==> src/rtl/muldiv_pkg.sv <==
// rtl/muldiv_pkg.sv - shared types and constants for the iterative multiply/divide sequencer
package muldiv_pkg;

    typedef enum logic [1:0] {
        ST_IDLE = 2'd0,
        ST_CALC = 2'd1,
        ST_DONE = 2'd2
    } state_t;

    localparam logic [2:0] F3_MUL    = 3'b000;
    localparam logic [2:0] F3_MULH   = 3'b001;
    localparam logic [2:0] F3_MULHSU = 3'b010;
    localparam logic [2:0] F3_MULHU  = 3'b011;
    localparam logic [2:0] F3_DIV    = 3'b100;
    localparam logic [2:0] F3_DIVU   = 3'b101;
    localparam logic [2:0] F3_REM    = 3'b110;
    localparam logic [2:0] F3_REMU   = 3'b111;

    // Step counter width; covers operand widths up to 64 bits.
    localparam int CNT_W = 6;

endpackage

==> src/rtl/muldiv_iter_core.sv <==
// rtl/muldiv_iter_core.sv - radix-2 shift-add multiply / restoring divide datapath
// Divide path present only when MULDIV_DIV_EN is defined.
module muldiv_iter_core #(
    parameter int DATA_WIDTH = 32
) (
    input  logic                  clk,
    input  logic                  rst,
    input  logic                  load,
    input  logic                  step,
`ifdef MULDIV_DIV_EN
    input  logic                  is_div,
`endif
    input  logic [DATA_WIDTH-1:0] op_a,
    input  logic [DATA_WIDTH-1:0] op_b,
    output logic [DATA_WIDTH-1:0] hi,
    output logic [DATA_WIDTH-1:0] lo
);

    logic [DATA_WIDTH-1:0] hi_q, lo_q, opnd_q;
    logic [DATA_WIDTH-1:0] hi_n, lo_n;
    logic [DATA_WIDTH:0]   mul_sum;

    // hi:lo is the running product (multiplier shifts out of lo) or remainder:dividend.
    assign mul_sum = {1'b0, hi_q} + (lo_q[0] ? {1'b0, opnd_q} : '0);

`ifdef MULDIV_DIV_EN
    logic [DATA_WIDTH:0] div_shift;
    assign div_shift = {hi_q, lo_q[DATA_WIDTH-1]};
`endif

    always_comb begin
        hi_n = mul_sum[DATA_WIDTH:1];
        lo_n = {mul_sum[0], lo_q[DATA_WIDTH-1:1]};
`ifdef MULDIV_DIV_EN
        if (is_div) begin
            if (div_shift >= {1'b0, opnd_q}) begin
                hi_n = DATA_WIDTH'(div_shift - {1'b0, opnd_q});
                lo_n = {lo_q[DATA_WIDTH-2:0], 1'b1};
            end else begin
                hi_n = div_shift[DATA_WIDTH-1:0];
                lo_n = {lo_q[DATA_WIDTH-2:0], 1'b0};
            end
        end
`endif
    end

    always_ff @(posedge clk or posedge rst) begin
        if (rst) begin
            hi_q   <= '0;
            lo_q   <= '0;
            opnd_q <= '0;
        end else if (load) begin
            hi_q   <= '0;
            lo_q   <= op_a;
            opnd_q <= op_b;
        end else if (step) begin
            hi_q <= hi_n;
            lo_q <= lo_n;
        end
    end

    assign hi = hi_q;
    assign lo = lo_q;

endmodule

==> src/rtl/muldiv_sequencer.sv <==
// rtl/muldiv_sequencer.sv - M-extension sequencer: FSM, special cases, sign fix-up
// Define MULDIV_DIV_EN to enable DIV/DIVU/REM/REMU; otherwise they raise Illegal.
module muldiv_sequencer
    import muldiv_pkg::*;
#(
    parameter int DATA_WIDTH = 32
) (
    input  logic                  clk,
    input  logic                  rst,
    input  logic                  Start,
    input  logic [2:0]            Funct3,
    input  logic [DATA_WIDTH-1:0] SrcA,
    input  logic [DATA_WIDTH-1:0] SrcB,
    input  logic                  Flush,
    output logic                  Stall,
    output logic                  Done,
    output logic [DATA_WIDTH-1:0] Result,
    output logic                  Busy,
    output logic                  Illegal
);

    state_t                state, state_n;
    logic [CNT_W-1:0]      cnt_q;
    logic [2:0]            funct3_q;
    logic                  neg_q, special_q, illegal_q;
    logic [DATA_WIDTH-1:0] spec_val_q, result_q;

    logic                  a_signed, b_signed, a_neg, b_neg, neg_n;
    logic                  special_n, reject, can_accept, accept, reject_hit;
    logic [DATA_WIDTH-1:0] mag_a, mag_b, spec_val_n, done_val, hi_fix;
    logic [DATA_WIDTH-1:0] core_hi, core_lo;

    // Operand decode: magnitudes, sign flags and one-cycle special cases.
    always_comb begin
        a_signed   = 1'b0;
        b_signed   = 1'b0;
        special_n  = 1'b0;
        spec_val_n = '0;
        reject     = 1'b0;
        case (Funct3)
            F3_MULH:        begin a_signed = 1'b1; b_signed = 1'b1; end
            F3_MULHSU:      a_signed = 1'b1;
            F3_DIV, F3_REM: begin a_signed = 1'b1; b_signed = 1'b1; end
            default:        ;
        endcase
        a_neg = a_signed & SrcA[DATA_WIDTH-1];
        b_neg = b_signed & SrcB[DATA_WIDTH-1];
        mag_a = a_neg ? -SrcA : SrcA;
        mag_b = b_neg ? -SrcB : SrcB;
        // Remainder follows the dividend; everything else follows the operand sign product.
        neg_n = (Funct3 == F3_REM) ? a_neg : (a_neg ^ b_neg);
`ifdef MULDIV_DIV_EN
        if (Funct3[2] && SrcB == '0) begin
            special_n  = 1'b1;
            spec_val_n = Funct3[1] ? SrcA : '1;
        end else if (a_signed && Funct3[2] && SrcB == '1 &&
                     SrcA == {1'b1, {(DATA_WIDTH-1){1'b0}}}) begin
            special_n  = 1'b1;
            spec_val_n = Funct3[1] ? '0 : SrcA;
        end
`else
        reject = Funct3[2];
`endif
    end

    assign can_accept = (state == ST_IDLE || state == ST_DONE) && !Flush;
    assign accept     = Start && can_accept && !reject;
    assign reject_hit = Start && can_accept && reject;

    always_comb begin
        state_n = state;
        case (state)
            ST_IDLE, ST_DONE: state_n = accept ? (special_n ? ST_DONE : ST_CALC) : ST_IDLE;
            ST_CALC: begin
                if (Flush)
                    state_n = ST_IDLE;
                else if (cnt_q == '0)
                    state_n = ST_DONE;
            end
            default: state_n = ST_IDLE;
        endcase
    end

    muldiv_iter_core #(.DATA_WIDTH(DATA_WIDTH)) u_core (
        .clk    (clk),
        .rst    (rst),
        .load   (accept),
        .step   (state == ST_CALC),
`ifdef MULDIV_DIV_EN
        .is_div (funct3_q[2]),
`endif
        .op_a   (mag_a),
        .op_b   (mag_b),
        .hi     (core_hi),
        .lo     (core_lo)
    );

    // High half of the two's-complement negated product: ~hi plus the carry out of ~lo+1.
    assign hi_fix = neg_q ? (~core_hi + {{(DATA_WIDTH-1){1'b0}}, (core_lo == '0)}) : core_hi;

    always_comb begin
        done_val = core_lo;
        case (funct3_q)
            F3_MUL:                       done_val = core_lo;
            F3_MULH, F3_MULHSU, F3_MULHU: done_val = hi_fix;
`ifdef MULDIV_DIV_EN
            F3_DIV, F3_DIVU:              done_val = neg_q ? -core_lo : core_lo;
            F3_REM, F3_REMU:              done_val = neg_q ? -core_hi : core_hi;
`endif
            default:                      done_val = core_lo;
        endcase
        if (special_q)
            done_val = spec_val_q;
    end

    always_ff @(posedge clk or posedge rst) begin
        if (rst) begin
            state      <= ST_IDLE;
            cnt_q      <= '0;
            funct3_q   <= '0;
            neg_q      <= 1'b0;
            special_q  <= 1'b0;
            spec_val_q <= '0;
            result_q   <= '0;
            illegal_q  <= 1'b0;
        end else begin
            state     <= state_n;
            illegal_q <= reject_hit;
            if (state == ST_DONE)
                result_q <= done_val;
            if (accept) begin
                funct3_q   <= Funct3;
                neg_q      <= neg_n;
                special_q  <= special_n;
                spec_val_q <= spec_val_n;
                cnt_q      <= CNT_W'(DATA_WIDTH - 1);
            end else if (state == ST_CALC && cnt_q != '0) begin
                cnt_q <= cnt_q - 1'b1;
            end
        end
    end

    assign Stall   = !rst && ((Start && !reject && state == ST_IDLE) ||
                              (state == ST_CALC) ||
                              (Start && !reject && !special_n && state == ST_DONE));
    assign Done    = (state == ST_DONE);
    assign Busy    = (state != ST_IDLE);
    assign Result  = (state == ST_DONE) ? done_val : result_q;
    assign Illegal = illegal_q;

endmodule

==> config.mk <==
export PLATFORM = sky130hd
export DESIGN_NAME = muldiv_sequencer
export DESIGN_NICKNAME = d
export VERILOG_FILES = /design/src/rtl/muldiv_pkg.sv /design/src/rtl/muldiv_iter_core.sv /design/src/rtl/muldiv_sequencer.sv
export SDC_FILE = /design/constraint.sdc
export NUM_CORES = 1
export LEC_CHECK = 0
export ABC_AREA = 1
export BUFFER_PORTS_ARGS = -buffer_cell sky130_fd_sc_hd__clkbuf_2
export CAP_MARGIN = 20
export CORE_ASPECT_RATIO = 1.2
export CORE_MARGIN = 1.5
export CORE_UTILIZATION = 35
export CTS_CLUSTER_DIAMETER = 40
export DETAILED_ROUTE_END_ITERATION = 10
export PLACE_DENSITY = 0.49
export SETUP_SLACK_MARGIN = 0.2
export SLEW_MARGIN = 20
export SYNTH_ARGS = -nofsm -noshare
export SYNTH_HDL_FRONTEND = slang
export SYNTH_HIERARCHICAL = 1
export SYNTH_SLANG_ARGS = --single-unit
==> constraint.sdc <==
create_clock -name clk -period 8.1 [get_ports clk]
set_input_delay 0.81 -clock clk [delete_from_list [all_inputs] [get_ports clk]]
set_output_delay 0.81 -clock clk [all_outputs]
set_load 0.1 [all_outputs]
After elaboration in Yosys (flattened, before gate mapping):

Index checks and enable logic that the tools add are counted.

* output and inout bits: 36
* logic and storage cells: 73
* bits in registers: 141

* bitwise operators: 4
* mux-type cells: 19
* eq/ne operators: 10
* reductions and logical operators: 26
* add/sub/neg operators: 5

Operators by type and width (count)
* $mux 32: 10
* $neg 32->32: 2
* $add 32x33->33: 1
* $add 32x1->32: 1
* $logic_not 32->1: 1
* $not 32->32: 1
* $mux 6: 2
* $eq 3x2->1 const B: 3
* $logic_and 1x1->1: 9
* $eq 3x1->1 const B: 2
* $eq 3x3->1 const B: 2
* $logic_not 6->1: 1
* $reduce_bool 2->1: 3
* $reduce_bool 6->1: 1
* $reduce_or 3->1: 2
* $sub 6x1->6 const B: 1
* $mux 1: 4
* $mux 2: 2
* $pmux 2 s2: 1
* $reduce_or 4->1: 1
* $logic_not 1->1: 3
* $logic_or 1x1->1: 3
* $ne 3x3->1 const B: 1
* $and 1x1->1: 2
* other kinds (5): 5

Logic depth before layout (Yosys ltp):

Gate-level depths: netlist (run 1).

* word-level depth: 7
* depth in mapped cells: 18
* mapped depth without buffers: 16

Modules after synthesis:

Netlist (run 1), hierarchy kept.

By module, submodules not included
* muldiv_iter_core: area an instance 6426.2 µm², times used 1, cells an instance 902
* muldiv_sequencer: area an instance 5305.1 µm², times used 1, cells an instance 908

Worst setup path after synthesis (run 1):

OpenSTA, ideal clock, no wires.

* path kind: reg2out
* start: register u_core.lo_q[23] (netlist: u_core/lo[23])
* end: output port Result[15]
* buffers on the path: 0
* stages on the path, launching flop included: 12
* arrival: 3.685 ns
* slack: 3.605 ns
* required time: 7.290 ns
* cell sequence: dfrtp_1 > inv_1 > nand4_1 > nor4_1 > and3_1 > ha_1 > nand2_1 > nor2_1 > nand3b_1 > nand3_1 > a21oi_1 > o21ai_0

* cells in the longest elaborated chain, start to end: 5

RTL lines
* start, declared: RTL line muldiv_iter_core.sv:19 `logic [DATA_WIDTH-1:0] hi_q, lo_q, opnd_q;`
* start signal, assigned: RTL line muldiv_iter_core.sv:54 `lo_q <= op_a;`
* start signal, assigned: RTL line muldiv_iter_core.sv:58 `lo_q <= lo_n;`
* $logic_not 32->1: RTL line muldiv_sequencer.sv:99 `assign hi_fix = neg_q ? (~core_hi + {{(DATA_WIDTH-1){1'b0}}, (core_lo == '0)}) : core_hi;`
* $add 32x1->32: RTL line muldiv_sequencer.sv:99
* $mux 32: RTL line muldiv_sequencer.sv:99
* $mux 32: RTL line muldiv_sequencer.sv:103 `case (funct3_q)`
* $mux 32
* end, declared: RTL line muldiv_sequencer.sv:17 `output logic [DATA_WIDTH-1:0] Result,`

Every way passes these cells.

Final worst setup path (run 1):

* start: register u_core.lo_q[0] (netlist: u_core/lo[0])
* end: output port Result[26]

Same word-level chain as after synthesis.

==> impl_metrics.tcl, run 1 <==
set metrics [dict create \
    arrival_ps 3690 \
    max_cap_violations 0 \
    antennaDiodeCount 0 \
    drtAntennaViolNets 0 \
    synthCells 1810 \
    cp-start-kind "flop" \
    chipWidth_um 170 \
    status "finished, final reports clean" \
    root_buffer "clkbuf_16" \
    worstSkewPairLatency_ps 440 \
    p_int_w 0.00188 \
    synth_cell_types 44 \
    r2r_start "u_core/lo[0]" \
    drive_above_1_share 0.129 \
    firstDrtPassIters 5 \
    overflow 0 \
    hold_viol_final 0 \
    netlist_area_sq_um 11700 \
    fin_crit_sh 0.555 \
    fin_crit_ps 4500 \
    cts_sinks 141 \
    grt_pass1_wl_mm 62.2 \
    start_util 0.355 \
    ys_seq_area_frac 0.301 \
    setup_ws_ps 3600 \
    die_y_um 204 \
    power.density_nw_per_um2 272 \
    timing.fmax_ghz 0.222 \
    cellLeakagePower_nw 7.31 \
    crit_start "u_core/lo[0]" \
    grt_pass1_vias 11300 \
    dieArea_sq_um 34600 \
    clockBufferDepth 2 \
    grt_usage 0.237 \
    vdd_ir_drop_max_uv 166 \
    tightest_slew_ps 1050 \
    ys_ff_latch 141 \
    place_area_sq_um 12700 \
    holdWs_ps 352 \
    io_buffers 106 \
    pre_cts_ws_ps 4040 \
    seq_area_sq_um 3530 \
    drc 0 \
    yosys.area.top_type_share 0.301 \
    h-tree-depth 4 \
    ys_async_sr_fraction 1.00 \
    synth_enable_flop_cells 0 \
    grt_antenna_before_repair 0 \
    hold_path_class "in2async" \
    placed_cells 2327 \
    critical_path_required_ps 7290 \
    sequentialPowerShare 0.332 \
    yosysWarnings 6 \
    synth_area_per_cell_sq_um 6.48 \
    cts_setup_buffers 0 \
    crit_path_end_kind "output port" \
    cts_made_buffers 17 \
    setup_violations 0 \
    power.share.clock 0.217 \
    routed_via_density 4.93 \
    nets 2008 \
    slew_headroom 0.302 \
    synth_top_area_cell "dfrtp_1" \
    cts_tree "built" \
    synth_nets 1921 \
    wire_per_inst_um 16.9 \
    hold_buffers 0 \
    synth-main-ff-cell "dfrtp_1" \
    switchingPower_w 0.00173 \
    gp_congestion 0.926 \
    tns_ps 0 \
    vias 11600 \
    maxSlewViolCount 0 \
    coreArea_sq_um 33100 \
    rows 73 \
    wirelength_mm 39.8 \
    multi_input_area_sq_um 6800 \
    switching_share 0.480 \
    final_area_sq_um 13300 \
    area_growth_syn_to_layout_pct 13.0 \
    cts-resized-gates 0 \
    rsz0062_at_grt "no" \
    clock_skew_ps 10.8 \
    dp_hpwl_mm 32.3 \
    fillCellCount 3723 \
    io_pins 107 \
    grt_max_degree 75 \
    synth.area.top_cells "dfrtp_1 30%, nand2_1 19%, inv_1 9.8%" \
    path_clk_slew_ps 70 \
    crit_type "reg2out" \
    final_cells 2360 \
    crit_fanout 35 \
    comb_power_share 0.451 \
    drt-initial-drc-count 628 \
]
==> layout make-up <==
type | instances | area share
Multi-Input combinational cell | 1307 | 0.513
Sequential cell | 141 | 0.266
Clock buffer | 17 | 0.0321
Tap cell | 450 | 0.0425
Clock inverter | 15 | 0.0116
Timing Repair Buffer | 112 | 0.0444
Inverter | 318 | 0.0902
==> cells in the mapped netlist (11+ instances only) <==
master	number
nand2_1	608
inv_1	306
nor2_1	145
dfrtp_1	141
nand3_1	116
a21oi_1	62
o21ai_0	59
xor2_1	47
ha_1	39
mux2_2	32
o221ai_1	32
nand4_1	29
clkbuf_1	21
buf_2	17
nor3_1	16
nand2_2	15
xnor2_1	14
o21ai_1	13
inv_2	11
o211ai_1	11
==> flip-flops by register name, summed over array words and instances (netlist names) <==
signal	cells
funct3_q	3
Illegal	1
u_core/opnd_q	32
neg_q	1
cnt_q	6
result_q	32
state	2
u_core/hi	32
u_core/lo	32
==> cell families after synthesis <==
logic type | synth area share
simple gates | 0.360
buf+inv | 0.121
compound gates | 0.0996
flops | 0.301
xor+xnor | 0.0455
fa+ha+maj | 0.0433
mux | 0.0307
==> layer usage <==
metal  wire (um)  share of wire  global-route usage  vias to the layer above
li1            -              -                   -                     5902
met1       16700           0.42               0.280                     5418
met2       20500           0.51               0.429                      237
met3        1150          0.029              0.0276                       77
met4        1490          0.037               0.101                        0
met5           0              0                   0                        -
==> path summary, 6_finish.rpt <==
check | endpoint | slack [ps] | cells past startpoint
max | Result[26] | 3600 | 17
min | funct3_q[2] | 350 | 2
max reg2reg | u_core/hi[11] | 5030 | 13
min reg2reg | result_q[9] | 480 | 2
max in group asynchronous | u_core/lo[5] | 6470 | 3
min in group clk | result_q[9] | 480 | 2
==> worst max-delay path, cell delays in order, from the launching register on <==
cell and delay, ps:
dfrtp_1 770, nor2_1 230, nand4_1 100, nor4_1 150, and3_1 210, ha_1 230
ha_1 190, nand2_1 60, nand2_2 120, nand3_2 130, nor2_4 200, nand2_1 70
nand2_1 60, nand2_1 50, nand2_1 60, nand2_1 60, nand2_1 80, clkbuf_2 460
==> metrics by stage <==
| step | util | power [W] |
|---|---|---|
| after global routing | 0.401 | 0.00391 |
| final | 0.401 | 0.00361 |
| after floorplan | - | 0.00229 |
| after CTS | 0.400 | 0.00363 |
| after detailed placement | 0.383 | 0.00283 |
| after global placement | 0.383 | 0.00282 |
==> layout by cell type, fill, tap and decap left out, types with 14 or more instances in the layout <==
cell and count:
clkbuf_16 17, nand4_1 29, nand2_1 608, nor3_1 16, inv_1 304, a21oi_1 61, clkbuf_2 106, nand2_2 15
nand3_1 116, mux2_2 32, o221ai_1 32, o21ai_0 59, nor2_1 144, xor2_1 47, ha_1 39, dfrtp_1 141
xnor2_1 14
==> power groups by stage <==
stage	combinational (W)	clock, W	sequential (W)
finish	0.00163	0.000784	0.00120
global route	0.00185	0.000831	0.00122
CTS	0.00163	0.000805	0.00120
detailed placement	0.00162	0	0.00121
global placement	0.00161	0	0.00121
floorplan	0.00126	0	0.00103
No activity file was read; power rests on OpenSTA's default activity.
==> inputs of run 2 (changes only) <==
clock period = 4.19 ns   (was 8.1 ns; I/O delays follow)
==> impl_metrics.tcl, run 2 (synthesized netlist as in run 1, its figures left out) <==
set metrics [dict create \
    chipWidth_um 170 \
    setup_violations 0 \
    vdd_ir_drop_max_uv 301 \
    cts_setup_buffers 0 \
    crit_path_frequent_cell "nand2_1" \
    arrival_ps 3370 \
    antennaDiodeCount 0 \
    fillCellCount 3667 \
    start_util 0.355 \
    path_delay_family "simple AND/OR/NAND/NOR gates" \
    hold_buffers 0 \
    final_cell_mix "608 x nand2_1, 304 x inv_1, 144 x nor2_1" \
    path_clk_slew_ps 70 \
    cts-resized-gates 0 \
    status "complete, but fails checks" \
    cellLeakagePower_nw 7.34 \
    crit_path_cell_trace "inv_1 > nand4_1 > nor4_2 > and3_1 > ha_1 > ha_1 > nand2_1 > nand2_2 > nand2_2 > nor2_4 > nand4_1 > nand3_1 > nand2_1 > nand2_1 > clkbuf_2" \
    fin_crit_sh 0.903 \
    grt_antenna_before_repair 0 \
    placed_cells 2331 \
    worstSkewPairLatency_ps 440 \
    dieArea_sq_um 34600 \
    crit_type "reg2out" \
    firstDrtPassIters 5 \
    grt_max_degree 78 \
    die_y_um 204 \
    dp_hpwl_mm 32.8 \
    worst-path-buf-inv 2 \
    clockBufferDepth 2 \
    drtAntennaViolNets 0 \
    cp-start-kind "flop" \
    tns_ps 0 \
    area_growth_syn_to_layout_pct 13.3 \
    coreArea_sq_um 33100 \
    clock_skew_ps 13.5 \
    place_area_sq_um 12700 \
    cts_tree "built" \
    hold_viol_final 11 \
    crit_fanout 9 \
    slew_headroom 0.301 \
    root_buffer "clkbuf_16" \
    maxSlewViolCount 0 \
    holdWs_ps -24.1 \
    crit_path_end_kind "output port" \
    io_buffers 106 \
    cts_made_buffers 17 \
    final_cells 2364 \
    vias 11700 \
    tightest_slew_ps 1050 \
    grt_pass1_wl_mm 61.9 \
    layout_commonest_cell "nand2_1" \
    overflow 0 \
    power.density_nw_per_um2 525 \
    drive_above_1_share 0.131 \
    grt_usage 0.237 \
    wire_per_inst_um 17.0 \
    wirelength_mm 40.2 \
    multi_input_area_sq_um 6810 \
    max_cap_violations 0 \
    timing.fmax_ghz 0.264 \
    seq_area_sq_um 3530 \
    critical_path_required_ps 3770 \
    worst_path_max_delay_cell "clkbuf_2" \
    routed_via_density 4.93 \
    cts_sinks 141 \
    violations "negative hold slack" \
    fin_crit_ps 3790 \
    rsz0062_at_grt "no" \
    final_util 0.402 \
    final_area_sq_um 13300 \
    nets 2012 \
    slowest_delay_ps 460 \
    drc 0 \
    h-tree-depth 4 \
    rows 73 \
    gp_congestion 0.944 \
    grt_pass1_vias 11200 \
    hold_path_class "in2async" \
    io_pins 107 \
    drt-initial-drc-count 577 \
]
run 2: where the power goes:
group	total [W]	switching (W)	internal, W
registers	0.00223	0.000516	0.00172
clock network	0.00150	0.000705	0.000791
logic	0.00325	0.00216	0.00109
run 2: path summary, 6_finish.rpt:
path | cells after the start | to | slack, ps | startpoint
worst max-delay path | 15 | Result[24] | 400 | u_core/lo[23]
worst min-delay path | 2 | state[0] | -20 | rst
worst max register to register | 13 | result_q[12] | 1490 | u_core/lo[23]
worst min register to register | 2 | result_q[28] | 480 | result_q[28]
max in group asynchronous | 3 | u_core/opnd_q[14] | 3290 | rst
min in group clk | 3 | Illegal | 200 | Start
run 2: final cells by class:
class	instances	area share
multi-input combinational	1307	0.512
sequential	141	0.266
inverter	318	0.0902
timing repair buffer	116	0.0471
tap	450	0.0424
clock buffer	17	0.0320
clock inverter	15	0.0106
run 2: stage by stage:
stage / setup slack, ps / power [W] / hold slack, ps
floorplan: 858 / 0.00444 / 437
global placement: 768 / 0.00548 / 463
detailed placement: 731 / 0.00548 / 462
CTS: 244 / 0.00701 / 190
global route: 205 / 0.00754 / 2.80
finish: 405 / 0.00698 / -24.1
run 2: layer usage:
metal	up-vias	wire length [um]	global-route usage
met5	-	0	0
met4	0	1670	0.107
met3	78	1380	0.0289
met2	246	20800	0.433
met1	5442	16400	0.273
li1	5899	-	-
